===== src/rtl/lcd_frame_decoder.sv =====
// Panel-stream sink: recovers pixel coordinates, samples each board intersection, and publishes the occupancy bitmap once per complete frame.
// Optional timing checks are built when LCD_FRAME_DECODER_TIMING_CHECK_EN is defined.
module lcd_frame_decoder #(
   parameter int         H_ACTIVE    = 800,
   parameter int         V_ACTIVE    = 480,
   parameter int         CELLS       = 10,
   parameter int         GRID_X0     = 199,
   parameter int         GRID_Y0     = 19,
   parameter int         PITCH       = 40,
   parameter logic [7:0] WHITE_TH    = 8'hF0,
   parameter int         IDLE_CYCLES = 2048
) (
   input  logic                     clk_i,
   input  logic                     rst_ni,
   input  logic                     den_i,
   input  logic                     hsync_i,
   input  logic                     vsync_i,
   input  logic [7:0]               r_i,
   input  logic [7:0]               g_i,
   input  logic [7:0]               b_i,
   output logic [CELLS*CELLS-1:0]   board_state_o,
   output logic                     frame_done_o,
   output logic [15:0]              frame_count_o,
   output logic                     sync_lock_o,
   output logic                     frame_err_o,
   output logic                     line_len_err_o,
   output logic                     line_cnt_err_o
);
   localparam int N   = CELLS * CELLS;
   localparam int XW  = $clog2(H_ACTIVE + 1);
   localparam int YW  = $clog2(V_ACTIVE + 1);
   localparam int CW  = $clog2(CELLS + 1);
   localparam int PW  = $clog2(PITCH + 1);
   localparam int IW  = $clog2(IDLE_CYCLES + 1);
   localparam int IXW = (N > 1) ? $clog2(N) : 1;

   localparam logic [XW-1:0] X_END  = XW'(H_ACTIVE);
   localparam logic [XW-1:0] GX0    = XW'(GRID_X0);
   localparam logic [YW-1:0] Y_END  = YW'(V_ACTIVE);
   localparam logic [YW-1:0] GY0    = YW'(GRID_Y0);
   localparam logic [CW-1:0] CMAX   = CW'(CELLS - 1);
   localparam logic [PW-1:0] PMAX   = PW'(PITCH - 1);
   localparam logic [IW-1:0] I_LAST = IW'(IDLE_CYCLES - 1);
   localparam logic [IW-1:0] I_MAX  = IW'(IDLE_CYCLES);

   typedef enum logic [1:0] {WAIT_FRAME, ACTIVE_LINE, HBLANK, COMMIT} state_e;

   state_e          state_q, state_d;
   logic [XW-1:0]   x_q, x_d;
   logic [YW-1:0]   y_q, y_d;
   logic [PW-1:0]   x_ph_q, x_ph_d, y_ph_q, y_ph_d;
   logic [CW-1:0]   col_q, col_d, row_q, row_d;
   logic            x_arm_q, x_arm_d, y_arm_q, y_arm_d;
   logic            x_done_q, x_done_d, y_done_q, y_done_d;
   logic [IW-1:0]   idle_q, idle_d;
   logic            den_prev_q, bnd_pend_q, bnd_pend_d;
   logic [N-1:0]    shadow_q, shadow_d, board_q, board_d;
   logic [15:0]     count_q, count_d;
   logic            done_q, done_d, lock_q, lock_d, ferr_q, ferr_d;

   logic            den_rise, bnd_raw, in_line, pix_ok, x_hit, y_hit, white;
   logic [IXW-1:0]  idx;
   logic            unused_hsync;

   // Line timing is recovered from den edges alone; hsync carries no extra information here.
   assign unused_hsync = hsync_i;

   function automatic logic [PW-1:0] ph_step(input logic [PW-1:0] p);
      return (p == PMAX) ? '0 : p + 1'b1;
   endfunction

   assign den_rise = den_i & ~den_prev_q;
   assign bnd_raw  = ~vsync_i | (~den_i & (idle_q == I_LAST));
   assign in_line  = (state_q == ACTIVE_LINE) ||
                     (((state_q == WAIT_FRAME) || (state_q == HBLANK)) && den_rise);
   assign pix_ok   = den_i && in_line && (y_q < Y_END);
   assign x_hit    = x_arm_q && (x_ph_q == '0) && !x_done_q;
   assign y_hit    = y_arm_q && (y_ph_q == '0) && !y_done_q;
   assign white    = (r_i >= WHITE_TH) && (g_i >= WHITE_TH) && (b_i >= WHITE_TH);
   assign idx      = IXW'(int'(row_q) * CELLS + int'(col_q));

`ifdef LCD_FRAME_DECODER_TIMING_CHECK_EN
   logic lle_q, lle_d, lce_q, lce_d;
   assign line_len_err_o = lle_q;
   assign line_cnt_err_o = lce_q;
`else
   assign line_len_err_o = 1'b0;
   assign line_cnt_err_o = 1'b0;
`endif

   always_comb begin
      state_d    = state_q;
      x_d        = x_q;
      y_d        = y_q;
      x_ph_d     = x_ph_q;
      y_ph_d     = y_ph_q;
      col_d      = col_q;
      row_d      = row_q;
      x_arm_d    = x_arm_q;
      y_arm_d    = y_arm_q;
      x_done_d   = x_done_q;
      y_done_d   = y_done_q;
      shadow_d   = shadow_q;
      board_d    = board_q;
      count_d    = count_q;
      done_d     = 1'b0;
      lock_d     = lock_q;
      ferr_d     = ferr_q;
      bnd_pend_d = 1'b0;
      idle_d     = den_i ? '0 : ((idle_q == I_MAX) ? idle_q : idle_q + 1'b1);
`ifdef LCD_FRAME_DECODER_TIMING_CHECK_EN
      lle_d      = lle_q;
      lce_d      = lce_q;
`endif
      if (state_q == COMMIT) begin
         // A boundary landing on the commit cycle is deferred by one clock.
         board_d    = shadow_q;
         count_d    = count_q + 16'd1;
         done_d     = 1'b1;
         lock_d     = 1'b1;
         state_d    = WAIT_FRAME;
         bnd_pend_d = bnd_raw;
      end else if (bnd_raw || bnd_pend_q) begin
         if ((y_q != '0) && (y_q != Y_END)) begin
            ferr_d = 1'b1;
`ifdef LCD_FRAME_DECODER_TIMING_CHECK_EN
            lce_d  = 1'b1;
`endif
         end
         state_d  = WAIT_FRAME;
         y_d      = '0;
         x_d      = '0;
         shadow_d = '0;
         x_ph_d   = '0;
         y_ph_d   = '0;
         col_d    = '0;
         row_d    = '0;
         x_arm_d  = 1'b0;
         y_arm_d  = 1'b0;
         x_done_d = 1'b0;
         y_done_d = 1'b0;
      end else begin
         if (pix_ok) begin
            x_d = (x_q == X_END) ? x_q : x_q + 1'b1;
            if (x_q == GX0) begin
               x_arm_d  = 1'b1;
               x_ph_d   = ph_step('0);
               col_d    = '0;
               x_done_d = 1'b0;
            end else if (x_arm_q) begin
               x_ph_d = ph_step(x_ph_q);
               if (x_hit) begin
                  if (col_q == CMAX) x_done_d = 1'b1;
                  else               col_d    = col_q + 1'b1;
               end
            end
            if (x_hit && y_hit) shadow_d[idx] = white;
         end else begin
            x_d      = '0;
            x_ph_d   = '0;
            col_d    = '0;
            x_arm_d  = 1'b0;
            x_done_d = 1'b0;
         end

         unique case (state_q)
            WAIT_FRAME: begin
               if (den_rise) begin
                  if (y_q != Y_END) state_d = ACTIVE_LINE;
`ifdef LCD_FRAME_DECODER_TIMING_CHECK_EN
                  else              lce_d   = 1'b1;
`endif
               end
            end
            ACTIVE_LINE: begin
               if (!den_i) begin
                  y_d     = y_q + 1'b1;
                  state_d = HBLANK;
`ifdef LCD_FRAME_DECODER_TIMING_CHECK_EN
                  if (x_q != X_END) lle_d = 1'b1;
`endif
                  // Row phase advances once per completed line.
                  if (y_q == GY0) begin
                     y_arm_d  = 1'b1;
                     y_ph_d   = ph_step('0);
                     row_d    = '0;
                     y_done_d = 1'b0;
                  end else if (y_arm_q) begin
                     y_ph_d = ph_step(y_ph_q);
                     if (y_hit) begin
                        if (row_q == CMAX) y_done_d = 1'b1;
                        else               row_d    = row_q + 1'b1;
                     end
                  end
               end
            end
            HBLANK: begin
               if (y_q == Y_END) state_d = COMMIT;
               else if (den_rise) state_d = ACTIVE_LINE;
            end
            default: state_d = WAIT_FRAME;
         endcase
      end
   end

   always_ff @(posedge clk_i or negedge rst_ni) begin
      if (!rst_ni) begin
         state_q    <= WAIT_FRAME;
         x_q        <= '0;
         y_q        <= '0;
         x_ph_q     <= '0;
         y_ph_q     <= '0;
         col_q      <= '0;
         row_q      <= '0;
         x_arm_q    <= 1'b0;
         y_arm_q    <= 1'b0;
         x_done_q   <= 1'b0;
         y_done_q   <= 1'b0;
         idle_q     <= '0;
         den_prev_q <= 1'b0;
         bnd_pend_q <= 1'b0;
         shadow_q   <= '0;
         board_q    <= '0;
         count_q    <= '0;
         done_q     <= 1'b0;
         lock_q     <= 1'b0;
         ferr_q     <= 1'b0;
      end else begin
         state_q    <= state_d;
         x_q        <= x_d;
         y_q        <= y_d;
         x_ph_q     <= x_ph_d;
         y_ph_q     <= y_ph_d;
         col_q      <= col_d;
         row_q      <= row_d;
         x_arm_q    <= x_arm_d;
         y_arm_q    <= y_arm_d;
         x_done_q   <= x_done_d;
         y_done_q   <= y_done_d;
         idle_q     <= idle_d;
         den_prev_q <= den_i;
         bnd_pend_q <= bnd_pend_d;
         shadow_q   <= shadow_d;
         board_q    <= board_d;
         count_q    <= count_d;
         done_q     <= done_d;
         lock_q     <= lock_d;
         ferr_q     <= ferr_d;
      end
   end

`ifdef LCD_FRAME_DECODER_TIMING_CHECK_EN
   always_ff @(posedge clk_i or negedge rst_ni) begin
      if (!rst_ni) begin
         lle_q <= 1'b0;
         lce_q <= 1'b0;
      end else begin
         lle_q <= lle_d;
         lce_q <= lce_d;
      end
   end
`endif

   assign board_state_o = board_q;
   assign frame_done_o  = done_q;
   assign frame_count_o = count_q;
   assign sync_lock_o   = lock_q;
   assign frame_err_o   = ferr_q;
endmodule

===== config.mk =====
export PLATFORM = sky130hd
export DESIGN_NAME = lcd_frame_decoder
export DESIGN_NICKNAME = d
export VERILOG_FILES = /design/src/rtl/lcd_frame_decoder.sv
export SDC_FILE = /design/constraint.sdc
export NUM_CORES = 1
export LEC_CHECK = 0
export ABC_AREA = 1
export CORE_ASPECT_RATIO = 1.75
export CORE_UTILIZATION = 45
export CTS_BUF_LIST = sky130_fd_sc_hd__clkbuf_16
export DETAILED_ROUTE_END_ITERATION = 7
export DONT_BUFFER_PORTS = 1
export PLACE_DENSITY = 0.72
export SETUP_SLACK_MARGIN = 0.4
export SYNTH_ARGS = -nofsm -noshare
export SYNTH_HDL_FRONTEND = slang
export SYNTH_SLANG_ARGS = --single-unit
export TNS_END_PERCENT = 100

===== constraint.sdc =====
create_clock -name clk_i -period 4.65 [get_ports clk_i]
set_input_delay 0.6975 -clock clk_i [delete_from_list [all_inputs] [get_ports clk_i]]
set_output_delay 0.6975 -clock clk_i [all_outputs]
set_load 0.03 [all_outputs]

==> metrics <==
Layout Nets about 1.9k; DRT iter0 DRCs 924; Synth Register Bits about 280; CTS tree built; CP Class reg2reg; largest family of logic cells by synthesized area simple AND/OR/NAND/NOR gates; # fillers 3082; sw frac 26.9%; Max VDD drop roughly 0.00038 V; asr flop ratio synth 100%; Max Cap Violations 0; commonest cells in the synthesized netlist nand2_1 (735), nand3_1 (365), dfrtp_1 (278); WP data arrival 3770 ps; relative slew slack a little under a fifth; Fin Hold WS -153 ps; CP Max Fanout 18; Static Leak 8.08 nW; top cells by area, synth dfrtp_1 (47%), nand2_1 (19%), nand3_1 (12%), nor2_1 (4.0%), inv_1 (2.3%); share of cells above drive strength 1 5.63%; status finished, violations left; Worst EP required ~5000 ps; Worst-Margin Slew 1210 ps; io pins 150; GPL Wtd Cong roughly 0.88; Hold Violations, Final roughly 280; port bufs 0; Unique masters post-synth 39; CTS Buf Count 27; Final period util between 70% and 80%; Layout Skew ~9 ps; post-synthesis compound-gate area fraction 2.14%; Post-Synth Simple-Gate Area between 30% and 40%; die area around 33000 sq um; clk buf depth 3; yosys warns 0; number of synthesized flops with an enable pin 0; flop-to-flop setup slack about 1400 ps; mux cell area share after synthesis 0%; Adder-Cell Fraction of Synth Area 2.15%; area leader, netlist dfrtp_1; clk_lat worst skew around 550 ps; post-synthesis cell count roughly 1.9k; Primary FF master, synth dfrtp_1; largest net degree at the start of global routing roughly 280; RSZ-0062 raised after global routing false; Flop pwr share between 40 and 50%; Die Wd 139 um; DRC 22; Setup violations, final 0; clock-pin slew on the worst setup and hold paths 70 ps; core area about 32000 sq um; worst hold path class in2async; routed len/inst 15.9 um; Int Power 4.09 mW; DR vias roughly 13k; starting density of the core a little under half; setup tns final 0 ps; gr usage total 22.0%; count of pins over their slew limit 0; vias in the first global route roughly 12k; # H-tree levels 1; Area after DPL approximately 15000 sq um; violated checks DRC, hold timing; post-route ant nets 0; CTS Sinks ~280; CP endpoint kind flop; 1st-pass router iterations 8; CTS root buffer clkbuf_16; Post-CTS Setup Repair Bufs 0; CP Launch Type flop; fmax roughly 300 MHz; Remaining Overflow, GRT 0; top-area cell type share of the netlist area between 40% and 50%; sequential share of the synthesized area between 40% and 50%; cell area after synthesis between 10000 and 15000 sq um; Synth Area in XOR/XNOR 1.91%; post-cts sizing count 0; hpwl dp between 20000 and 25000 um; pwr dens around 350 nW/um^2; DRT Wirelength 36600 um; P_sw between 1.5 and 2 mW; area delta synth->final 7.60%; post-layout instance area roughly 16000 sq um; combinational fraction of design power a little over a tenth; Cell Rows 87; # diodes 0; Reg area between 6000 and 7000 sq um; Mean Syn Cell Area 7.53 sq um; initial antenna violation count 0; area of the multi-input gates about 6800 sq um; drt via density around 5.5; first-pass GRT wire length 60100 um; Final Critical Period around 3300 ps; Die H 241 um; most instantiated library cell after synthesis nand2_1; Clk pwr share about 45%
==> cell type report <==
type,instances,share of cell area (%)
flip-flops and latches,278,44.1
inverters,95,2.27
well taps,400,3.17
clock inverters,22,2.04
clock buffers,27,4.28
repair buffers,15,0.872
multi-input cells,1462,43.3
==> layer usage <==
metal / wire length, um / GRT usage (%) / vias up
met5: 0 / 0 / -
met4: 1410 / 9.77 / 0
met3: 2110 / 2.94 / 86
met2: 18500 / 40.5 / 402
met1: 14500 / 25.5 / 5987
li1: - / - / 6104
==> registers in the layout, summed over array words and instances, names as in the netlist, 6 cells and up <==
name	flops
board_state_o	100
shadow_q	100
frame_count_o	16
idle_q	12
x_q	10
y_q	9
x_ph_q	6
y_ph_q	6
==> cells in the final DEF, fill, tap and decap left out, types with 5 or more instances in the layout <==
cell type    n
a21oi_1     17
buf_4       13
bufinv_16    8
clkbuf_16   27
clkinv_2     5
dfrtp_1    278
ha_1        22
inv_1       90
inv_2        6
nand2_1    735
nand3_1    365
nand4_1     21
nor2_1     156
nor2_2       6
nor2_4      13
nor3_1      18
nor3_2       6
nor4_1       6
o21ai_0     32
xnor2_1      5
xor2_1      27
==> stage by stage <==
stage               hold slack (ps)  utilization, %  worst slack [ps]  cells  power (mW)
finish                         -153            49.2              1370   2299        5.60
global route                   -175            49.2              1180   2299        5.80
CTS                            -183            49.2              1400   2299        5.66
detailed placement              409            46.1              1420   2250        3.14
global placement                411            46.1              1490   2250        3.12
floorplan                       402               -              2040   1950        3.00
==> power groups by stage <==
stage	Sequential, mW	Combinational, mW	Clock (mW)
2_1_floorplan	2.55	0.449	0
3_3_place_gp	2.56	0.557	0
3_5_place_dp	2.57	0.574	0
4_1_cts	2.52	0.576	2.56
5_1_grt	2.52	0.636	2.64
6_report	2.52	0.582	2.50
==> worst max-delay path, cell delays in order, from the launching register on <==
cell and delay (ps):
dfrtp_1 470, ha_1 270, fa_1 760, inv_1 210, nor3_2 700, buf_4 420
nand3_1 110, nor2_1 130, nand2_1 80, nand2_1 60
==> cell families after synthesis <==
| kind of cell | Yosys count |
|---|---|
| AND/OR/NAND/NOR | 1346 |
| flip-flops | 278 |
| buffers and inverters | 210 |
| AO/OA/AOI/OAI | 58 |
| XOR/XNOR | 32 |
| adder cells (fa/ha/maj) | 24 |
| other | 1 |
==> final timing paths <==
kind / from / endpoint / depth (start not counted)
max in group asynchronous: rst_ni / x_ph_q[1] / 0
setup / recovery: row_q[0] / shadow_q[76] / 9
hold / removal: rst_ni / board_state_o[42] / 0
hold reg to reg: shadow_q[7] / board_state_o[7] / 2
setup reg to reg: row_q[0] / shadow_q[76] / 9
min in group clk_i: den_i / den_prev_q / 0
Note: power is estimated with default switching activity, not from simulation.
